$ cat config.mk
export PLATFORM = sky130hd
export DESIGN_NAME = pulse_capture
export DESIGN_NICKNAME = d
export VERILOG_FILES = /design/src/rtl/pulse_capture_pkg.sv /design/src/rtl/pulse_meter.sv /design/src/rtl/pulse_capture.sv
export SDC_FILE = /design/constraint.sdc
export NUM_CORES = 1
export LEC_CHECK = 0
export CELL_PAD_IN_SITES_DETAIL_PLACEMENT = 1
export CELL_PAD_IN_SITES_GLOBAL_PLACEMENT = 2
export CORE_MARGIN = 2
export CORE_UTILIZATION = 36
export DETAILED_ROUTE_END_ITERATION = 8
export PLACE_DENSITY_LB_ADDON = 0.1
export SLEW_MARGIN = 20
export SYNTH_ARGS = -nofsm -noshare
export SYNTH_HDL_FRONTEND = slang
export SYNTH_SLANG_ARGS = --single-unit
$ cat constraint.sdc
create_clock -name clk -period 1.7 [get_ports clk]
set_input_delay 0.34 -clock clk [delete_from_list [all_inputs] [get_ports clk]]
set_output_delay 0.34 -clock clk [all_outputs]
set_load 0.005 [all_outputs]
$ cat src/rtl/pulse_capture_pkg.sv
// pulse_capture_pkg: shared widths, channel count and channel state type
// for the two-channel pulse-width capture block.
package pulse_capture_pkg;

  localparam int WIDTH_BITS  = 12;
  localparam int PERIOD_BITS = 16;
  localparam int NUM_CH      = 2;

  // ARM waits for a low level so a pulse already high at reset release is
  // never measured; IDLE waits for a rising edge; MEAS counts high time.
  typedef enum logic [1:0] {
    ARM  = 2'd0,
    IDLE = 2'd1,
    MEAS = 2'd2
  } chanState_e;

endpackage

$ cat src/rtl/pulse_meter.sv
// pulse_meter: one capture channel. Synchronises the pin, runs the
// ARM/IDLE/MEAS state machine, measures high time in prescaled ticks and
// flags a channel whose pulses have stopped arriving.
module pulse_meter
  import pulse_capture_pkg::*;
#(
  parameter int PRESCALE      = 50,
  parameter int TIMEOUT_TICKS = 200
) (
  input  logic                  clk,
  input  logic                  rst_n,
  input  logic                  i_pulse,
  output logic [WIDTH_BITS-1:0] o_width,
  output logic                  o_capValid,
  output logic                  o_stale
);

  localparam int                     PRE_BITS   = $clog2(PRESCALE);
  localparam logic [PRE_BITS-1:0]    PRE_LAST   = PRE_BITS'(PRESCALE - 1);
  localparam logic [PERIOD_BITS-1:0] STALE_LAST = PERIOD_BITS'(TIMEOUT_TICKS - 1);

  logic                   r_meta;
  logic                   r_sync;
  logic                   r_syncD;
  logic [1:0]             r_fill;
  chanState_e             r_state;
  logic [PRE_BITS-1:0]    r_presc;
  logic [WIDTH_BITS-1:0]  r_width;
  logic [WIDTH_BITS-1:0]  r_widthOut;
  logic [PERIOD_BITS-1:0] r_period;
  logic                   r_capValid;
  logic                   r_stale;

  logic                   w_rise;
  logic                   w_fall;
  logic                   w_tick;
  logic                   w_start;
  logic [WIDTH_BITS-1:0]  w_widthNext;
  logic [PERIOD_BITS-1:0] w_periodNext;

  assign w_rise       = r_sync & ~r_syncD;
  assign w_fall       = ~r_sync & r_syncD;
  assign w_tick       = (r_presc == PRE_LAST);
  assign w_start      = (r_state == IDLE) && w_rise;
  assign w_widthNext  = (w_tick && (r_width != '1)) ? r_width + WIDTH_BITS'(1) : r_width;
  assign w_periodNext = (w_tick && (r_period != '1)) ? r_period + PERIOD_BITS'(1) : r_period;

  // Two-flop synchronizer, a delayed copy for edge detection, and a fill
  // marker that tells ARM when the synchronized level reflects the real pin.
  always_ff @(posedge clk or negedge rst_n) begin
    if (!rst_n) begin
      r_meta  <= 1'b0;
      r_sync  <= 1'b0;
      r_syncD <= 1'b0;
      r_fill  <= 2'b00;
    end else begin
      r_meta  <= i_pulse;
      r_sync  <= r_meta;
      r_syncD <= r_sync;
      r_fill  <= {r_fill[0], 1'b1};
    end
  end

  // Channel state machine; the fall latches the width including a tick
  // landing on that same cycle, so the result is floor(high/PRESCALE).
  always_ff @(posedge clk or negedge rst_n) begin
    if (!rst_n) begin
      r_state    <= ARM;
      r_width    <= '0;
      r_widthOut <= '0;
      r_capValid <= 1'b0;
    end else begin
      r_capValid <= 1'b0;
      case (r_state)
        ARM: begin
          if (r_fill[1] && !r_sync) r_state <= IDLE;
        end
        IDLE: begin
          if (w_rise) begin
            r_state <= MEAS;
            r_width <= '0;
          end
        end
        MEAS: begin
          if (w_fall) begin
            r_state    <= IDLE;
            r_widthOut <= w_widthNext;
            r_capValid <= 1'b1;
          end else begin
            r_width <= w_widthNext;
          end
        end
        default: r_state <= ARM;
      endcase
    end
  end

  // Free-running prescaler realigned on each rising edge, saturating period
  // counter, and the stale flag that a completed capture clears.
  always_ff @(posedge clk or negedge rst_n) begin
    if (!rst_n) begin
      r_presc  <= '0;
      r_period <= '0;
      r_stale  <= 1'b0;
    end else begin
      if (w_start || w_tick) r_presc <= '0;
      else                   r_presc <= r_presc + PRE_BITS'(1);
      if (w_start) r_period <= '0;
      else         r_period <= w_periodNext;
      if (r_capValid) r_stale <= 1'b0;
      else if (!w_start && w_tick && (r_period == STALE_LAST)) r_stale <= 1'b1;
    end
  end

  assign o_width    = r_widthOut;
  assign o_capValid = r_capValid;
  assign o_stale    = r_stale;

endmodule

$ cat src/rtl/pulse_capture.sv
// pulse_capture: two independent pulse-width channels plus the shared
// sticky new-data flags, read strobe handling and output packing.
module pulse_capture
  import pulse_capture_pkg::*;
#(
  parameter int PRESCALE      = 50,
  parameter int TIMEOUT_TICKS = 200
) (
  input  logic                         clk,
  input  logic                         rst_n,
  input  logic [NUM_CH-1:0]            pulse_in,
  output logic [NUM_CH*WIDTH_BITS-1:0] out_data,
  output logic [NUM_CH-1:0]            out_new,
  output logic [NUM_CH-1:0]            out_stale,
  input  logic                         out_rd
);

  logic [NUM_CH-1:0][WIDTH_BITS-1:0] w_width;
  logic [NUM_CH-1:0]                 w_capValid;
  logic [NUM_CH-1:0]                 w_stale;
  logic [NUM_CH-1:0][WIDTH_BITS-1:0] r_data;
  logic [NUM_CH-1:0]                 r_new;

  for (genvar gCh = 0; gCh < NUM_CH; gCh++) begin : gChan
    pulse_meter #(
      .PRESCALE      (PRESCALE),
      .TIMEOUT_TICKS (TIMEOUT_TICKS)
    ) u_meter (
      .clk        (clk),
      .rst_n      (rst_n),
      .i_pulse    (pulse_in[gCh]),
      .o_width    (w_width[gCh]),
      .o_capValid (w_capValid[gCh]),
      .o_stale    (w_stale[gCh])
    );
  end

  // Publish each capture and raise its sticky flag; a capture in the same
  // cycle as the read strobe keeps its flag set.
  always_ff @(posedge clk or negedge rst_n) begin
    if (!rst_n) begin
      r_data <= '0;
      r_new  <= '0;
    end else begin
      for (int ch = 0; ch < NUM_CH; ch++) begin
        if (w_capValid[ch]) r_data[ch] <= w_width[ch];
      end
      r_new <= w_capValid | (r_new & {NUM_CH{~out_rd}});
    end
  end

  assign out_data  = r_data;
  assign out_new   = r_new;
  assign out_stale = w_stale;

endmodule

==> flow_summary.ini, run 1 <==
[die]
coreArea_mm2 = 0.01802
rows = 49
ioPinCount = 33
die_w_um = 139.9
die_y_um = 139.9
dieArea_mm2 = 0.01956
initial_core_util = 0.3686

[worst_setup_path]
worstSetupPathDepth = 7
critPathTopFamily = simple AND/OR/NAND/NOR gates
crit_chain = inv_1 > ha_2 > or3b_4 > nor4_4 > o211ai_1 > or3_1 > o21ai_1
worst_r2r_endpoint = gChan[0].u_meter.r_width[7]
critPathKind = reg2reg
cp-endpoint = gChan[0].u_meter.r_width[7]
worst-path-buf-inv = 1
arrival_ns = 2.33
timing.rr.start = gChan[0].u_meter.r_presc[1]
cp-end-kind = flip-flop
r2r_slack_ns = -0.26
required_ns = 2.06
cp_slowest_cell = or3b_4
start_kind = flip-flop
worst-path-max-fanout = 3
r2r_cells = 7
startpoint = gChan[0].u_meter.r_presc[1]
critPathMaxStageDelay_ns = 0.42

[synthesis]
synthFlopType = dfrtp_1
ys_types = 61
ys_seq_elements = 134
synth_area_leaders = dfrtp_1, mux2_2, xnor2_1, nor2_1, ha_1
ys_seq_area_frac = 0.5047
synth_area_per_cell_um2 = 10.40
synth_common_cells = dfrtp_1, nor2_1, nand2_1
ys_async_sr_fraction = 1.000
yosysTopAreaCell = dfrtp_1
syn_nets = 662
ys_warn_count = 0
synth-edff-count = 0
synth.cell_area_mm2 = 0.006644
synth_top_area_share = 0.5047
synthCells = 639
yosysMostFrequentCell = dfrtp_1

[power]
leakage_nw = 4.518
p_switching_mw = 3.393
p_sw_frac = 0.3092
comb_power_share = 0.309
power.density_mw_per_mm2 = 1117
p_clk_frac = 0.354
seqPwrFrac = 0.337
irDropWorstVdd_mv = 0.7349
p_int_mw = 7.581

[timing]
setup_violations = 68
hold-worst-slack_ns = 0.3437
period_share = 1.155
tightest_slew_ns = 0.7229
fin_ws_ns = -0.2627
hold_violations = 0
rsz0062_at_grt = true
finalSetupTns_ns = -7.759
slew_viol_final = 0
fin_crit_ns = 1.963
relSlewSlack = 0.5181
clock_skew_ns = 0.009223
max_freq_mhz = 509.5

[clock_network]
clockBufferDepth = 2
htree_levels = 4
cts_tree = built
clock_sinks = 134
cts_made_buffers = 17
insertion_delay_ns = 0.43
clock-root-buffer = clkbuf_16
path_clk_slew_ns = 0.06

[final_layout]
fin_nets = 849
n_antenna_cell = 0
drive_gt1_frac = 0.3993
fillers = 1942
final_cell_area_mm2 = 0.009826
area_growth_pct = 47.89

[drt]
routed_wl_um = 19060
drt_iter0_markers = 185
drc = 0
first_pass_iters = 5
vias = 5585
via_per_inst = 5.229
ant_nets = 0
routedWlPerCell_um = 17.84

[global_routing]
grt_usage = 0.1983
overflow = 0
grt_max_degree = 43
grt_pass1_wl_um = 30930
antenna_found_initial = 0
grt_pass1_vias = 6100

[placed_design]
place_ws_ns = -0.2741
place_area_mm2 = 0.008144
place_hpwl_um = 12700
io_buffers = 32
finalWeightedCongestion = 0.8273

[worst_hold_path]
hold_path.class = in2reg

[job]
maxCapViolations = 0

[status]
status = finished with violations
violations = setup timing
[flip-flops by register name, summed over array words and instances, names as in the netlist]
signal                    flops
gChan.u_meter.r_syncD         2
gChan.u_meter.o_stale         2
gChan.u_meter.r_period       32
gChan.u_meter.r_sync          2
out_data                     24
gChan.u_meter.r_meta          2
out_new                       2
gChan.u_meter.r_presc        12
gChan.u_meter.r_fill          2
gChan.u_meter.r_state         4
gChan.u_meter.r_width        24
gChan.u_meter.o_capValid      2
gChan.u_meter.o_width        24
[final cells by class]
type                    count  area [um2]  area share
clock buffers              17       425.4     0.04330
clock inverters            15       190.2     0.01936
inverters                  22       82.58    0.008404
multi-input cells         466        3889      0.3958
flip-flops and latches    134        3353      0.3413
well taps                 229       286.5     0.02916
repair buffers            185        1599      0.1627
[worst register-to-register path: stages, from the launching register on]
cell and delay, ns:
dfrtp_1 0.37, inv_1 0.06, ha_2 0.16, or3b_4 0.42, nor4_4 0.23, o211ai_1 0.22, or3_1 0.35, o21ai_1 0.08
[cell usage in the layout (no fill, tap or decap), types with 5 or more instances in the layout]
cell / netlist / layout
xnor2_2: 0 / 11
nand2_1: 52 / 49
nor2_4: 0 / 7
ha_1: 18 / 10
nand3_1: 30 / 18
inv_6: 0 / 8
inv_1: 22 / 18
o21ai_0: 27 / 9
clkdlybuf4s50_1: 0 / 27
or3_1: 10 / 8
buf_6: 0 / 18
nand2b_1: 8 / 5
a21oi_1: 17 / 12
a21o_1: 5 / 5
xor2_1: 19 / 19
nor4_4: 2 / 9
buf_4: 4 / 130
a22o_1: 5 / 5
ha_2: 0 / 5
o21ai_1: 17 / 27
mux2i_1: 7 / 6
xnor2_1: 32 / 21
mux2_2: 26 / 25
dfrtp_1: 134 / 134
and3_1: 16 / 11
nand4_1: 16 / 16
nor3_4: 0 / 8
o21ai_2: 0 / 8
nand3_2: 1 / 9
nor2_1: 66 / 57
clkbuf_16: 0 / 17
[power groups by stage]
stage	sequential (mW)	combinational (mW)	clock, mW
detailed placement	3.74	2.69	0
finish	3.70	3.39	3.88
global route	3.74	3.73	4.12
global placement	3.72	2.55	0
floorplan	3.74	1.34	0
CTS	3.69	3.06	3.97
[layer usage]
metal / part of all wire / track usage / vias up
met1: 0.43 / 0.2353 / 2863
li1: - / - / 2633
met5: 0 / 0 / -
met4: 0.018 / 0.07474 / 0
met3: 0.019 / 0.03716 / 28
met2: 0.54 / 0.3561 / 61
[worst min path at each step]
stage               slack [ns]  depth (start not counted)                          end   startpoint
finish                    0.34                          1      gChan[1].u_meter.r_meta  pulse_in[1]
global route              0.33                          1      gChan[1].u_meter.r_meta  pulse_in[1]
CTS                       0.33                          1      gChan[1].u_meter.r_meta  pulse_in[1]
detailed placement        0.29                          1                 out_data[23]        rst_n
global placement          0.28                          1                 out_data[21]        rst_n
floorplan                 0.04                          0  gChan[0].u_meter.o_capValid        rst_n
[logic make-up after synthesis]
group	after synthesis	share of synthesized area
XOR/XNOR	51	0.06723
AO/OA/AOI/OAI	103	0.09661
other	1	0.0005644
buffers and inverters	39	0.02429
multiplexers	33	0.05461
AND/OR/NAND/NOR	260	0.2181
adder cells (fa/ha/maj)	18	0.03390
flip-flops	134	0.5047
[through the flow]
| stage | std cells | power [mW] | utilization |
|---|---|---|---|
| after floorplan | 639 | 5.076 | - |
| after global placement | 1003 | 6.263 | 0.4518 |
| after detailed placement | 1003 | 6.436 | 0.4518 |
| after CTS | 1053 | 10.72 | 0.5155 |
| after global routing | 1068 | 11.60 | 0.5451 |
| final | 1068 | 10.97 | 0.5451 |
[what timing repair did]
action / CTS / global route
setup buffers: 17 / 16
setup endpoints to repair: 74 / 99
hold buffers: 1 / 0
resized for setup: 95 / 88
pin swaps: 45 / 56
hold endpoints to repair: 38 / 0
(Power assumes the default switching activity.)
==> inputs of run 2 (changes only) <==
--- a/config.mk
+++ b/config.mk
@@ -11,6 +11,7 @@
 export CORE_UTILIZATION = 36
 export DETAILED_ROUTE_END_ITERATION = 8
 export PLACE_DENSITY_LB_ADDON = 0.1
+export SETUP_SLACK_MARGIN = 0.02
 export SLEW_MARGIN = 20
 export SYNTH_ARGS = -nofsm -noshare
 export SYNTH_HDL_FRONTEND = slang
==> flow_summary.ini, run 2 (synthesis results as in run 1) <==
[status]
status = finished with violations
violations = setup timing

[timing]
rsz0062_at_grt = true
relSlewSlack = 0.5246
max_freq_mhz = 513.0
fin_crit_ns = 1.950
clock_skew_ns = 0.007785
fin_ws_ns = -0.2495
tightest_slew_ns = 0.7131
hold_violations = 0
setup_violations = 49
slew_viol_final = 0
period_share = 1.147

[worst_setup_path]
startpoint = gChan[0].u_meter.r_presc[1]
cp_slowest_cell = or3b_4
crit_chain = inv_2 > ha_4 > or3b_4 > nor4_4 > nand3_1 > or3_1 > o21ai_1
required_ns = 2.04
arrival_ns = 2.29
critPathKind = reg2reg
critPathTopFamily = simple AND/OR/NAND/NOR gates
worst-path-buf-inv = 1
cp-end-kind = flip-flop
worst-path-max-fanout = 3
timing.rr.start = gChan[0].u_meter.r_presc[1]
critPathMaxStageDelay_ns = 0.43
start_kind = flip-flop

[placed_design]
place_area_mm2 = 0.008118
finalWeightedCongestion = 0.8278
io_buffers = 32
place_ws_ns = -0.2310
place_hpwl_um = 12180

[clock_network]
cts_tree = built
path_clk_slew_ns = 0.06
insertion_delay_ns = 0.42
htree_levels = 4
clockBufferDepth = 2
cts_made_buffers = 17
clock-root-buffer = clkbuf_16
clock_sinks = 134

[global_routing]
grt_max_degree = 50
grt_pass1_wl_um = 30040
grt_pass1_vias = 6046
grt_usage = 0.1903
antenna_found_initial = 0
overflow = 0

[die]
rows = 49
die_y_um = 139.9
dieArea_mm2 = 0.01956
coreArea_mm2 = 0.01802
initial_core_util = 0.3686
die_w_um = 139.9
ioPinCount = 33

[power]
p_clk_frac = 0.360
seqPwrFrac = 0.336
p_int_mw = 7.763
power.density_mw_per_mm2 = 1129
p_switching_mw = 3.339
leakage_nw = 4.529
comb_power_share = 0.304
irDropWorstVdd_mv = 0.8620
p_sw_frac = 0.3008

[drt]
ant_nets = 0
drc = 0
via_per_inst = 5.192
routed_wl_um = 18830
drt_iter0_markers = 156
first_pass_iters = 4
routedWlPerCell_um = 17.69
vias = 5524

[worst_hold_path]
min-delay-start = gChan[0].u_meter.r_meta
hold_path.class = reg2reg

[final_layout]
largest_register_ffs = 32
n_antenna_cell = 0
final_common_cell = dfrtp_1
final_cell_mix = dfrtp_1, buf_4, nor2_1
final_cell_area_mm2 = 0.009831
fillers = 1922
top_register = gChan.u_meter.r_period
drive_gt1_frac = 0.3904
area_growth_pct = 47.97
fin_nets = 845
fin_util = 0.5454

[job]
maxCapViolations = 0
## run 2: cell count changes in the layout (fill, tap and decap cells not counted), sizes merged, moves of 2 or more
cell	delta
buf	-6
inv	-6
clkbuf	+4
clkinvlp	+2
## run 2: cell type report
type	instances	area, um2	area share
tap	229	286.5	0.02915
clock inverter	11	170.2	0.01731
multi-input combinational	467	3844	0.3910
clock buffer	21	470.5	0.04786
inverter	22	85.08	0.008655
sequential	134	3353	0.3411
timing repair buffer	180	1622	0.1649
## run 2: path summary, 6_finish.rpt
kind / to / slack (ns) / cells after the start
setup / recovery: gChan[0].u_meter.r_width[9] / -0.25 / 7
hold / removal: gChan[0].u_meter.r_sync / 0.35 / 0
setup reg to reg: gChan[0].u_meter.r_width[9] / -0.25 / 7
hold reg to reg: gChan[0].u_meter.r_sync / 0.35 / 0
max in group asynchronous: gChan[0].u_meter.o_width[6] / 0.75 / 3
min in group asynchronous: out_data[12] / 0.37 / 2
## run 2: repair_timing
action                                 CTS  global route
hold buffers                             1             0
pin swaps                               40            57
cloned                                   2             0
buffers inserted                        12            21
endpoints found under the hold margin   27             0
gates resized for setup                 94            82
setup endpoints to repair               64            87
## run 2: power by group through the flow
stage	Sequential (mW)	Combinational, mW	Clock [mW]
after floorplan	3.75	1.40	0
after global placement	3.73	2.49	0
after detailed placement	3.75	2.62	0
after CTS	3.71	3.03	4.09
after global routing	3.76	3.71	4.22
final	3.73	3.38	3.99
## run 2: routing by layer
layer	wire length, um	up-vias	global-route usage	share of wire
met2	10350	63	0.3579	0.55
met1	7735	2808	0.2187	0.41
li1	-	2627	-	-
met4	338	0	0.05368	0.018
met3	396	26	0.03682	0.021
met5	0	-	0	0
## run 2: through the flow
stage	std cells	total power, mW	setup TNS [ns]	hold WS (ns)
finish	1064	11.10	-4.508	0.3550
global placement	996	6.217	-2.409	0.2365
global route	1064	11.69	-8.872	0.3533
detailed placement	996	6.376	-5.092	0.2440
CTS	1043	10.84	-4.170	0.3552
floorplan	639	5.142	-0.3760	0.04441
## run 2: worst reg2reg max path, stage by stage (launching register included)
cell and delay, ns:
dfrtp_1 0.39, inv_2 0.07, ha_4 0.13, or3b_4 0.43, nor4_4 0.24, nand3_1 0.19
or3_1 0.34, o21ai_1 0.09
==> variant 1 (settings of run 2) <==
`PRESCALE` is set to 50 in 2 places; all go to 25.
--- a/src/rtl/pulse_meter.sv
+++ b/src/rtl/pulse_meter.sv
@@ -5,5 +5,5 @@
   import pulse_capture_pkg::*;
 #(
-  parameter int PRESCALE      = 50,
+  parameter int PRESCALE      = 25,
   parameter int TIMEOUT_TICKS = 200
 ) (
--- a/src/rtl/pulse_capture.sv
+++ b/src/rtl/pulse_capture.sv
@@ -4,5 +4,5 @@
   import pulse_capture_pkg::*;
 #(
-  parameter int PRESCALE      = 50,
+  parameter int PRESCALE      = 25,
   parameter int TIMEOUT_TICKS = 200
 ) (
Behaviour: no difference found for any inputs over 10 cycles, from zero or initial values and one cycle with rst_n low; that may be too few to reach the edited logic, so the function may still have changed.
==> variant 1 against run 2 <==
- the flow still finishes with violations (negative setup slack)
- non-clock buffer count increased by 7
- routed wire length decreased by 5.4%
- maximum frequency decreased by 1.5%
- power decreased by 7.7%
- cell count decreased by 2.2%
- count of clock-buffer cells in the layout decreased by 2
- die area decreased by 3.5%
- sequential power decreased by 5%
- largest power group unchanged
- setup slack got worse by 0.029 ns
- largest cell class unchanged
- sequential cell count decreased by 2
- synthesized area decreased by 3.6%
- critical endpoint is now gChan[1].u_meter.r_width[7]
- final area decreased by 3.0%
==> variant 1: results (changes against run 2) <==
- The worst slew margin relative to its limit came to 0.5510 (+0.02635).
- The final reports fail on negative setup slack.
- The maximum number of pins on one net before global-route repair is 62 (+24%).
- The detailed route wirelength on metal3 is 345 um (-13%).
- The slowest library cell on the worst path is sky130_fd_sc_hd__or4_4.
- The static leakage power is 4.488 nW (-0.90%).
- The class of the most critical hold timing path is in -> reg.
- The share of synthesized area occupied by flip-flops and latches is 0.5157 (+0.01102).
- The reg-to-reg critical path startpoint is gChan[1].u_meter.r_presc[1].
- The worst clock skew is 0.01044 ns (+0.002656 ns).
- The final worst slack is -0.2788 ns (-0.02930 ns).
- The total routed wire length on the met1 layer came to 7.724 mm (-0.14%).
- The number of buffers created by CTS was 17 (unchanged).
- The worst stage delay on the critical path is 0.59 ns (+0.16 ns).
- The weighted congestion reported at the end of routability-driven placement came to 0.8085 (-2.3%).
- The endpoint identified for the worst register-to-register timing path is gChan[1].u_meter.r_width[7].
- The final wirelength is 17.81 mm (-5.4%).
- The flip-flop count of the largest register, all copies and words added is 32 (unchanged).
- The final number of setup-violating endpoints is 52 (+6.1%).
- The post-synth net total is 642 (-3.0%).
- The most critical setup path has its startpoint at gChan[1].u_meter.r_presc[1].
- The warning count from the yosys run is 0 (unchanged).
- The number of global-route vias before repair was 5802 (-4.0%).
- The global-route wire length before repair was 28.16 mm (-6.2%).
- The run finished, with violations left.
- The wire length on met2 is 9.454 mm (-8.7%).
- The vias per cell was 5.159 (-0.64%).
- The maximum fanout count along the critical path is 4 (+1).
- The number of distinct library cells after synthesis is 59 (-3.3%).
- The starting DRC count in detailed routing was 193 (+24%).
- By area the synthesized netlist is led by sky130_fd_sc_hd__dfrtp_1 (52%), sky130_fd_sc_hd__mux2_2 (4.4%), sky130_fd_sc_hd__nand2_1 (3.6%).
- The peak ir drop on the vdd network is 0.8835 mV (+2.5%).
- The post-route setup TNS came to -5.200 ns (-0.6923 ns).
- The share of flip-flops with an asynchronous set or reset is 1.000 (unchanged).
- The worst-case reg-to-reg path depth was 7 (unchanged).
- Counting instances in the post-synthesis netlist gives the leading cell types as sky130_fd_sc_hd__dfrtp_1 (132), sky130_fd_sc_hd__nand2_1 (62), sky130_fd_sc_hd__nor2_1 (56).
- The length of the first detailed-routing pass in iterations is 4 (unchanged).
- The capture point of the worst path is gChan[1].u_meter.r_width[7].
- The detailed placer's ending HPWL is 11.49 mm (-5.6%).
- The layout cell share with drive strength beyond 1 is 0.3946 (+0.004189).
- The post-layout net count is 825 (-2.4%).
- The global-route usage over all layers came to 0.1921 (+0.001811).
==> variant 1: cell count changes in the layout (fill, tap and decap cells not counted), sizes merged, moves of 6 or more <==
| cell | delta |
|---|---|
| buf | +8 |
| nor2 | -11 |
| a31oi | +7 |
| dlymetal6s2s | +6 |
| nand2 | +10 |
| xnor2 | -6 |
| nand2b | -6 |
| nor4 | -6 |
| clkdlybuf4s50 | -6 |
==> variant 1: power breakdown <==
group | switching, mW | internal [mW] | total, mW
sequential | 0.198 | 3.35 | 3.55
clock | 1.43 | 2.52 | 3.95
combinational | 1.40 | 1.35 | 2.74
==> variant 1: cell families (layout without fill, tap and decap cells) <==
family | count (synthesis) | after routing | synth area share
compound gates | 105 | 105 | 0.1086
flops | 132 | 132 | 0.5157
buf+inv | 48 | 243 | 0.03008
simple gates | 236 | 236 | 0.1889
mux | 32 | 32 | 0.05489
xor+xnor | 50 | 50 | 0.06837
other cells | 1 | 1 | 0.0005855
fa+ha+maj | 17 | 17 | 0.03282
==> variant 1: routing by layer <==
layer,global-route usage,vias up
met1,0.2274,2730
met2,0.3411,46
li1,-,2570
met4,0.06873,0
met3,0.04341,24
met5,0,-
==> variant 1: cell type report <==
cell class | count | area [um^2]
Clock buffer | 19 | 452.9
Clock inverter | 12 | 178.9
Fill cell | 1852 | 7816
Inverter | 25 | 93.84
Multi-Input combinational cell | 441 | 3598
Sequential cell | 132 | 3303
Tap cell | 225 | 281.5
Timing Repair Buffer | 187 | 1632
==> variant 1: through the flow <==
stage                     hold slack [ns]  utilization  cells  worst slack [ns]  instance area, um^2
after floorplan                   0.04441            -    621           -0.2696                 6541
after detailed placement           0.3277       0.4595    976           -0.3243                 7975
after CTS                          0.3338       0.5162   1023           -0.2760                 8960
after global routing               0.3484       0.5497   1041           -0.3676                 9540
final                              0.3482       0.5497   1041           -0.2788                 9540
after global placement             0.3257       0.4595    976           -0.2748                 7975
==> variant 1: worst min-delay path by stage <==
stage                           start                           to  slack, ns  cells after the start
after floorplan                 rst_n  gChan[0].u_meter.o_capValid       0.04                      0
after global placement          rst_n  gChan[0].u_meter.o_width[8]       0.33                      2
after detailed placement        rst_n  gChan[0].u_meter.o_width[8]       0.33                      2
after CTS                 pulse_in[0]      gChan[0].u_meter.r_meta       0.33                      1
after global routing      pulse_in[0]      gChan[0].u_meter.r_meta       0.35                      1
final                     pulse_in[0]      gChan[0].u_meter.r_meta       0.35                      1
==> variant 1: repair_timing <==
action | in CTS | in global routing
setup endpoints to repair | 78 | 99
hold buffers | 1 | 0
endpoints found under the hold margin | 132 | 0
gates resized for setup | 60 | 110
setup buffers | 15 | 17
gates cloned | 0 | 1
pin swaps | 31 | 55
==> variant 2 (flow settings as in run 2) <==
Made on the original files. Encoding of `chanState_e`: now one-hot (3 bits for 3 states).
--- a/src/rtl/pulse_capture_pkg.sv
+++ b/src/rtl/pulse_capture_pkg.sv
@@ -9,8 +9,8 @@
   // ARM waits for a low level so a pulse already high at reset release is
   // never measured; IDLE waits for a rising edge; MEAS counts high time.
-  typedef enum logic [1:0] {
-    ARM  = 2'd0,
-    IDLE = 2'd1,
-    MEAS = 2'd2
+  typedef enum logic [2:0] {
+    ARM  = 3'b001,
+    IDLE = 3'b010,
+    MEAS = 3'b100
   } chanState_e;
 
Formal check against the unedited RTL: no difference found for any inputs over 10 cycles, from zero or initial values and one cycle with rst_n low; not proved beyond that.
==> variant 2 against run 2 <==
- the flow still finishes with violations (negative setup slack)
- count of clock-buffer cells in the layout grew 1
- largest cell class unchanged
- sequential cell count grew 2
- highest routed layer unchanged
- routed wire length shrank 1.6%
- first-iteration DRC count grew 19%
- setup slack lost 0.096 ns
- hold slack lost 0.012 ns
- synthesized area shrank 2.1%
- final area shrank 1.5%
- core utilization shrank 0.29 points
Power is not compared: it rests on default switching activity, and its combinational part moved more than twofold at a synthesized area within 25%.
==> variant 2: results (changes against run 2) <==
- The final wirelength came to 18.53 mm (-1.6%).
- The maximum number of pins on one net before global-route repair is 42 (-16%).
- The final number of setup-violating endpoints is 65 (+33%).
- The startpoint of the lowest-slack hold path is pulse_in[0].
- The reg-to-reg critical path startpoint is gChan[1].u_meter.r_presc[3].
- The number of distinct library cells after synthesis was 58 (-4.9%).
- The total placed cells including tap cells is 985 (-1.1%).
- The final reports fail on negative setup slack.
- The weighted congestion reported at the end of routability-driven placement is 0.8502 (+2.7%).
- The starting DRC count in detailed routing is 185 (+19%).
- The class of the most critical hold timing path is in -> reg.
- The most critical setup path has its startpoint at gChan[1].u_meter.r_presc[3].
- The global-route usage over all layers was 0.1993 (+0.008998).
- The share of synthesized area occupied by flip-flops and latches is 0.5235 (+0.01875).
- The met1 layer usage reported by global route is 0.2336 (+0.01491).
- The layout cell share with drive strength beyond 1 is 0.3778 (-0.01267).
- The worst-case reg-to-reg path depth is 5 (-2).
- The number of setup buffers added after CTS is 18 (+6).
- The detail-routed net length per standard cell is 17.70 um (about the same).
- The final hold slack is 0.3427 ns (-0.01230 ns).
- The detailed placer's ending HPWL is 12.11 mm (-0.51%).
- The global-route track usage on met3 was 0.04538 (+0.008555).
- The post-layout net count is 818 (-3.2%).
- The flow ran to the end, but the final reports show violations.
- After synthesis, the cell types taking the most area are sky130_fd_sc_hd__dfrtp_1 (52%), sky130_fd_sc_hd__mux2_2 (4.2%), sky130_fd_sc_hd__xnor2_1 (3.6%).
- The post-route setup TNS came to -10.06 ns (-5.552 ns).
- The worst stage delay on the critical path is 0.53 ns (+0.10 ns).
- The arrival time at the worst endpoint is 2.40 ns (+0.11 ns).
- The vias per cell is 5.223 (+0.59%).
- The transition time at the pin with the least slew margin is 0.7434 ns (+0.03038 ns).
- The worst clock skew is 0.008490 ns (+0.0007047 ns).
- The post-synth net total is 648 (-2.1%).
- The setup slack after placement is -0.2827 ns (-0.05178 ns).
- The global-route wire length before repair was 30.59 mm (+1.9%).
- The final worst slack was -0.3454 ns (-0.09592 ns).
- The instance area at placement was 0.008084 mm^2 (-0.42%).
- The number of stages on the worst hold path was 1 (+1).
- The total of fill cells in the finished design is 1885 (-1.9%).
- The die width is 138.4 um (-1.0%).
- For this design, the slowest cell found on the critical path is sky130_fd_sc_hd__or4_4.
## variant 2: changes by cell type after synthesis, sizes merged, moves of 6 or more
cell,change
ha,-10
inv,-10
and3,-8
nand2,+8
a31oi,+7
clkbuf,+7
nor3,+7
nor2,-6
nor4,-6
## variant 2: final cells by class
class | count | share of cell area
sequential | 136 | 0.3522
clock inverter | 10 | 0.01228
multi-input combinational | 464 | 0.3860
inverter | 12 | 0.004654
timing repair buffer | 174 | 0.1662
tap | 229 | 0.02960
clock buffer | 22 | 0.04899
## variant 2: routing by layer
metal,wire length (um),vias up
met5,0,-
met4,321,0
met3,384,19
met2,10020,40
met1,7804,2809
li1,-,2600
## variant 2: cell families after synthesis
kind of cell / share of synthesized area
other: 0.0005764
buffers and inverters: 0.02154
AND/OR/NAND/NOR: 0.2046
multiplexers: 0.06000
AO/OA/AOI/OAI: 0.1085
flip-flops: 0.5235
adder cells (fa/ha/maj): 0.01539
XOR/XNOR: 0.06596
